**src/rtl/spi_master_burst.sv**
```systemverilog
`default_nettype none
// +----------------------------------------------------------------------------+
// | Module      : spi_master_burst                                             |
// | Description : SPI master, runtime CPOL/CPHA, decoded slave selects and     |
// |               multi-word bursts with slave select held between words.      |
// | Revision    : 1.0                                                          |
// +----------------------------------------------------------------------------+
module spi_master_burst #(
    parameter int DIV_LOG2   = 4,
    parameter int DATA_WIDTH = 8,
    parameter int NUM_SS     = 2,
    parameter int SS_SEL_W   = 1
) (
    input  logic                  clk,
    input  logic                  rst,
    input  logic                  start,
    input  logic                  cpol,
    input  logic                  cpha,
    input  logic [SS_SEL_W-1:0]   ss_sel,
    input  logic                  hold,
    input  logic [DATA_WIDTH-1:0] data_in,
    output logic [DATA_WIDTH-1:0] data_out,
    output logic                  new_data,
    output logic                  busy,
    output logic                  sck,
    output logic                  mosi,
    input  logic                  miso,
    output logic [NUM_SS-1:0]     ss_n
);

    localparam int c_HALF  = 2 ** (DIV_LOG2 - 1);
    localparam int c_CNT_W = DIV_LOG2;
    localparam int c_BIT_W = $clog2(DATA_WIDTH);
    localparam logic [c_CNT_W-1:0] c_HALF_LAST = c_CNT_W'(c_HALF - 1);
    localparam logic [c_BIT_W-1:0] c_BIT_LAST  = c_BIT_W'(DATA_WIDTH - 1);

    localparam logic [2:0] c_ST_IDLE     = 3'd0;
    localparam logic [2:0] c_ST_LEAD     = 3'd1;
    localparam logic [2:0] c_ST_TRANSFER = 3'd2;
    localparam logic [2:0] c_ST_HOLD     = 3'd3;
    localparam logic [2:0] c_ST_TRAIL    = 3'd4;

    logic [2:0]            r_state;
    logic [2:0]            w_state_nxt;
    logic [c_CNT_W-1:0]    r_cnt;
    logic                  r_phase;
    logic [c_BIT_W-1:0]    r_bit;
    logic [DATA_WIDTH-1:0] r_tx;
    logic [DATA_WIDTH-1:0] r_rx;
    logic                  r_cpol;
    logic                  r_cpha;
    logic                  r_hold;

    logic                  r_sck;
    logic                  r_mosi;
    logic [NUM_SS-1:0]     r_ss_n;
    logic                  r_busy;
    logic                  r_new_data;
    logic [DATA_WIDTH-1:0] r_data_out;

    logic                  w_sck_nxt;
    logic                  w_mosi_nxt;
    logic [NUM_SS-1:0]     w_ss_n_nxt;
    logic                  w_busy_nxt;
    logic                  w_new_data_nxt;
    logic [DATA_WIDTH-1:0] w_data_out_nxt;

    logic                  w_half_done;
    logic                  w_last_bit;
    logic                  w_accept;
    logic                  w_from_idle;
    logic                  w_cpol_eff;
    logic                  w_cpha_eff;
    logic                  w_lead_evt;
    logic                  w_trail_evt;
    logic                  w_done;
    logic                  w_sample;
    logic                  w_drive;
    logic [NUM_SS-1:0]     w_ss_dec;

    assign w_half_done = (r_cnt == c_HALF_LAST);
    assign w_last_bit  = (r_bit == c_BIT_LAST);
    assign w_from_idle = start && (r_state == c_ST_IDLE);
    assign w_accept    = start && ((r_state == c_ST_IDLE) || (r_state == c_ST_HOLD));
    // Mode is only taken from the pins when a burst opens; HOLD keeps the burst's mode.
    assign w_cpol_eff  = w_from_idle ? cpol : r_cpol;
    assign w_cpha_eff  = w_from_idle ? cpha : r_cpha;

    assign w_lead_evt  = ((r_state == c_ST_LEAD) && w_half_done) ||
                         ((r_state == c_ST_TRANSFER) && r_phase && w_half_done && !w_last_bit);
    assign w_trail_evt = (r_state == c_ST_TRANSFER) && !r_phase && w_half_done;
    assign w_done      = (r_state == c_ST_TRANSFER) && r_phase && w_half_done && w_last_bit;
    assign w_sample    = r_cpha ? w_trail_evt : w_lead_evt;
    assign w_drive     = r_cpha ? w_lead_evt : (w_trail_evt && !w_last_bit);

    // Out-of-range selects match no line, so the word runs with every ss_n high.
    generate
        for (genvar gi = 0; gi < NUM_SS; gi++) begin : g_ss_dec
            assign w_ss_dec[gi] = (ss_sel == SS_SEL_W'(gi));
        end
    endgenerate

    always_ff @(posedge clk or posedge rst) begin
        if (rst) begin
            r_state <= c_ST_IDLE;
        end else begin
            r_state <= w_state_nxt;
        end
    end

    always_comb begin
        w_state_nxt = r_state;
        case (r_state)
            c_ST_IDLE:     if (start) w_state_nxt = c_ST_LEAD;
            c_ST_LEAD:     if (w_half_done) w_state_nxt = c_ST_TRANSFER;
            c_ST_TRANSFER: if (w_done) w_state_nxt = r_hold ? c_ST_HOLD : c_ST_TRAIL;
            c_ST_HOLD: begin
                if (start) begin
                    w_state_nxt = c_ST_LEAD;
                end else if (!hold) begin
                    w_state_nxt = c_ST_TRAIL;
                end
            end
            c_ST_TRAIL:    if (w_half_done) w_state_nxt = c_ST_IDLE;
            default:       w_state_nxt = c_ST_IDLE;
        endcase
    end

    always_comb begin
        w_sck_nxt      = r_sck;
        w_mosi_nxt     = r_mosi;
        w_ss_n_nxt     = r_ss_n;
        w_new_data_nxt = 1'b0;
        w_data_out_nxt = r_data_out;
        w_busy_nxt     = (w_state_nxt == c_ST_LEAD) || (w_state_nxt == c_ST_TRANSFER) ||
                         (w_state_nxt == c_ST_TRAIL);
        if (w_accept) begin
            w_sck_nxt = w_cpol_eff;
            if (!w_cpha_eff) begin
                w_mosi_nxt = data_in[DATA_WIDTH-1];
            end
            if (w_from_idle) begin
                w_ss_n_nxt = ~w_ss_dec;
            end
        end
        if (w_lead_evt) begin
            w_sck_nxt = ~r_cpol;
        end
        if (w_trail_evt) begin
            w_sck_nxt = r_cpol;
        end
        if (w_drive) begin
            w_mosi_nxt = r_tx[DATA_WIDTH-1];
        end
        if (w_done) begin
            w_new_data_nxt = 1'b1;
            w_data_out_nxt = r_rx;
        end
        if ((r_state == c_ST_TRAIL) && w_half_done) begin
            w_ss_n_nxt = '1;
            w_mosi_nxt = 1'b1;
        end
    end

    always_ff @(posedge clk or posedge rst) begin
        if (rst) begin
            r_sck      <= 1'b0;
            r_mosi     <= 1'b1;
            r_ss_n     <= '1;
            r_busy     <= 1'b0;
            r_new_data <= 1'b0;
            r_data_out <= '0;
        end else begin
            r_sck      <= w_sck_nxt;
            r_mosi     <= w_mosi_nxt;
            r_ss_n     <= w_ss_n_nxt;
            r_busy     <= w_busy_nxt;
            r_new_data <= w_new_data_nxt;
            r_data_out <= w_data_out_nxt;
        end
    end

    // Timing and shift datapath; r_tx is pre-shifted in mode cpha=0 because the MSB leaves at accept.
    always_ff @(posedge clk or posedge rst) begin
        if (rst) begin
            r_cnt   <= '0;
            r_phase <= 1'b0;
            r_bit   <= '0;
            r_tx    <= '0;
            r_rx    <= '0;
            r_cpol  <= 1'b0;
            r_cpha  <= 1'b0;
            r_hold  <= 1'b0;
        end else begin
            if (w_half_done || (w_state_nxt != r_state) ||
                (r_state == c_ST_IDLE) || (r_state == c_ST_HOLD)) begin
                r_cnt <= '0;
            end else begin
                r_cnt <= r_cnt + c_CNT_W'(1);
            end

            if (r_state != c_ST_TRANSFER) begin
                r_phase <= 1'b0;
                r_bit   <= '0;
            end else if (w_half_done) begin
                r_phase <= ~r_phase;
                if (r_phase) begin
                    r_bit <= r_bit + c_BIT_W'(1);
                end
            end

            if (w_accept) begin
                r_tx   <= w_cpha_eff ? data_in : {data_in[DATA_WIDTH-2:0], 1'b0};
                r_hold <= hold;
                if (w_from_idle) begin
                    r_cpol <= cpol;
                    r_cpha <= cpha;
                end
            end else if (w_drive) begin
                r_tx <= {r_tx[DATA_WIDTH-2:0], 1'b0};
            end

            if (w_sample) begin
                r_rx <= {r_rx[DATA_WIDTH-2:0], miso};
            end
        end
    end

    assign sck      = r_sck;
    assign mosi     = r_mosi;
    assign ss_n     = r_ss_n;
    assign busy     = r_busy;
    assign new_data = r_new_data;
    assign data_out = r_data_out;

endmodule
`default_nettype wire

```
**config.mk**
```make
export PLATFORM = sky130hd
export DESIGN_NAME = spi_master_burst
export DESIGN_NICKNAME = d
export VERILOG_FILES = /design/src/rtl/spi_master_burst.sv
export SDC_FILE = /design/constraint.sdc
export NUM_CORES = 1
export LEC_CHECK = 0
export BUFFER_PORTS_ARGS = -buffer_cell sky130_fd_sc_hd__buf_2
export CORE_ASPECT_RATIO = 1.5
export CORE_UTILIZATION = 59
export CTS_BUF_LIST = sky130_fd_sc_hd__clkbuf_4 sky130_fd_sc_hd__clkbuf_8
export CTS_CLUSTER_SIZE = 12
export DETAILED_ROUTE_END_ITERATION = 8
export PLACE_DENSITY = 0.84
export SYNTH_ARGS = -nofsm -noshare
export SYNTH_HDL_FRONTEND = slang
export SYNTH_SLANG_ARGS = --single-unit
```
**constraint.sdc**
```tcl
create_clock -name clk -period 2.32 [get_ports clk]
set_clock_uncertainty 0.15 [all_clocks]
set_input_delay 0.348 -clock clk [delete_from_list [all_inputs] [get_ports clk]]
set_output_delay 0.348 -clock clk [all_outputs]
set_load 0.02 [all_outputs]
```
==> summary.md <==
| Metric | Value |
|---|---|
| Critical setup path kind | register to register |
| Synth Flop Type | dfrtp_1 |
| Placed cell count | between 200 and 300 |
| Number of max-cap violations | 0 |
| Post-synth design cell area | approximately 2200 um2 |
| FF/Latch Area | between 1000 and 1500 um2 |
| TritonCTS clock tree | built |
| Sw frac | 0.347 |
| Clk Tree Root Cell | clkbuf_8 |
| Num CTS Buffers | 5 |
| Post-synth ARST share | 1.00 |
| Routed WL per cell | ~16 um |
| Via count | ~1700 |
| Worst-case clock buffer depth | 2 |
| Worst-path fanout max | 11 |
| H-tree depth | 2 |
| Worst setup EP type | register |
| Clk pwr share | 0.189 |
| Max-slew violations | 0 |
| Setup TNS | 0 ns |
| RSZ-0062 raised after global routing | no |
| Core Area | 3480 um2 |
| P_int | about 1.6 mW |
| Switch Pwr | ~860 uW |
| Leak | ~1.2 nW |
| Finished Layout Cells | roughly 290 |
| Seq cells post-synth | 44 |
| Post-route core utilization | 0.723 |
| Area occupied by multi-input gates | 1040 um2 |
| Sequential-to-total area share from yosys stat | 0.501 |
| Die width | ~52 um |
| Remaining global-route overflow | 0 |
| Cell variety after synth | 49 |
| Reg2Reg Setup Slack | 0.12 ns |
| # IOs | 30 |
| Final hold slack | roughly 0.027 ns |
| Biggest area consumer among synthesized cells | dfrtp_1 |
| DR DRC count | 0 |
| Area delta synth->final | 14.1% |
| Initial Utilization | 0.633 |
| Num Clock Sinks | 44 |
| Critical path, cell by cell | or4b_4 > mux2i_4 > mux2i_1 > a22oi_1 |
| Rel. slew slack | 0.639 |
| Detailed Route Iter0 Violations | 65 |
| Hpwl dp | 3.13 mm |
| Pin count of the biggest net entering global routing | between 40 and 50 |
| Cts hold-fix bufs | 0 |
| Nets@finish | about 270 |
| WP data arrival | between 2 and 2.5 ns |
| Post-synth top cells | dfrtp_1 (41), nand2_1 (33), o21ai_0 (11) |
| Number of enable flip-flop cells after synthesis | 0 |
| Sequential power share | 0.479 |
| Drt first pass iters | 4 |
| Vias per cell | 6.01 |
| Mapped Cells | approximately 210 |
| Gp weighted congestion | ~0.84 |
| Syn_nets | 230 |
| Slowest cell on the critical path | or4b_4 |
| Comb pwr share | 0.332 |
| Synth warn | 0 |
| Die area | around 4000 um2 |
| Final setup fails | 0 |
| Synth area leaders | dfrtp_1 (47%), nand2_1 (5.6%), mux2_2 (5.1%) |
| Top-count cell post-synth | dfrtp_1 |
| Rows | 26 |
| Die H | 76.9 um |
| Critical Path Start Type | register |
| Fin. Hold Viols | 0 |
| Layout cells sized above 1 | 0.276 |
| FMAX | 454 MHz |
| Vias in the first global route | between 1500 and 2000 |
| Initial antenna violation count | 0 |
| Reg clk slew, reported paths | 0.08 ns |
| Hold crit path type | input pin to asynchronous set/reset pin |
| First-pass GRT wire length | approximately 7.6 mm |
| Fin crit share | 0.950 |
| Worst vdd ir | 0.000711 V |
| Cell Pwr Density | 980 nW/um2 |
| Critical Path RT | about 2.3 ns |
| ANT nets after route | 0 |
| Worst path buffer plus inverter count | 0 |
| Diode count | 0 |
| Status | finished, final reports clean |
| GRT Total Usage | 0.257 |
| Top cell type's share of synthesized area | 0.465 |
| Final wirelength | between 4 and 5 mm |
| Skew-Pair Late Insertion Delay | approximately 0.30 ns |
| CP delay by family, top | multiplexers |
| Layout filler cell count | 265 |
| Syn_area_per_cell | between 10 and 15 um2 |
| Slew @ Worst Pin | between 0.5 and 0.6 ns |
| Minimum clock period | 2.20 ns |
| Max stage delay on crit path | a little over 0.6 ns |
| PortBufs | 29 |
==> metal layers <==
metal  track usage  up-vias  share of wire
li1              -      835              -
met5             0        -              0
met3        0.0496        8          0.032
met2         0.414       39           0.54
met4         0.105        0          0.018
met1         0.330      849           0.41
==> worst reg2reg max path, cell delays in order (launching register included) <==
cell and delay (ns):
dfrtp_1 0.52, or4b_4 0.62, mux2i_4 0.41, mux2i_1 0.27, a22oi_1 0.10
==> power groups by stage <==
| stage | combinational [mW] | sequential (mW) | clock, mW |
|---|---|---|---|
| 6_report | 0.817 | 1.18 | 0.466 |
| 5_1_grt | 0.897 | 1.21 | 0.509 |
| 4_1_cts | 0.817 | 1.18 | 0.476 |
| 3_5_place_dp | 0.808 | 1.19 | 0 |
| 3_3_place_gp | 0.778 | 1.18 | 0 |
| 2_1_floorplan | 0.590 | 1.17 | 0 |
==> worst paths after layout <==
kind / to / from / depth (start not counted)
min reg2reg: r_cnt[0] / r_cnt[0] / 1
min in group clk: r_rx[0] / miso / 2
min: r_tx[6] / rst / 3
max: r_tx[1] / r_state[2] / 4
max in group asynchronous: ss_n[0] / rst / 3
max reg2reg: r_tx[1] / r_state[2] / 4
==> layout make-up <==
cell class,count,share of cell area
flip-flops and latches,44,0.439
multi-input cells,151,0.412
repair buffers,39,0.0876
clock buffers,5,0.0274
well taps,42,0.0209
inverters,5,0.00746
clock inverters,2,0.00498
==> timing repair <==
item	in CTS	in global routing
pin swaps	1	0
gates cloned	0	0
setup buffers	1	0
setup endpoints to repair	3	17
gates resized for setup	0	2
==> kinds of logic after synthesis <==
group / after synthesis / share of synthesized area
simple gates: 76 / 0.183
compound gates: 48 / 0.146
flops: 44 / 0.501
mux: 19 / 0.0976
buf+inv: 16 / 0.0352
xor+xnor: 5 / 0.0199
fa+ha+maj: 3 / 0.0170
==> cell usage in the layout, fill, tap and decap left out, types with 4 or more instances in the layout <==
cell       n
nor3_1     4
o21ai_0   11
nand2_1   33
a21oi_1    5
a22oi_1    7
buf_4     10
mux2i_1    8
nor2_1     7
dfrtp_1   41
buf_2     29
clkbuf_8   5
nand3_1    9
inv_1      4
mux2_2    10
a31oi_1    8
==> through the flow <==
| stage | power (mW) | instance area, um2 | setup WS, ns |
|---|---|---|---|
| 4_1_cts | 2.47 | 2500 | 0.0412 |
| 6_report | 2.46 | 2510 | 0.115 |
| 3_3_place_gp | 1.96 | 2410 | 0.0866 |
| 2_1_floorplan | 1.76 | 2200 | 0.180 |
| 3_5_place_dp | 2.00 | 2410 | 0.0227 |
| 5_1_grt | 2.61 | 2510 | 0.0169 |
==> flip-flops by register name, summed over array words and instances, names as in the netlist <==
signal and flops:
data_out 8, r_rx 8, r_tx 8, r_cnt 4
r_bit 3, r_state 3, ss_n 2, busy 1
mosi 1, new_data 1, r_cpha 1, r_cpol 1
r_hold 1, r_phase 1, sck 1
No activity file was read; power rests on OpenSTA's default activity.
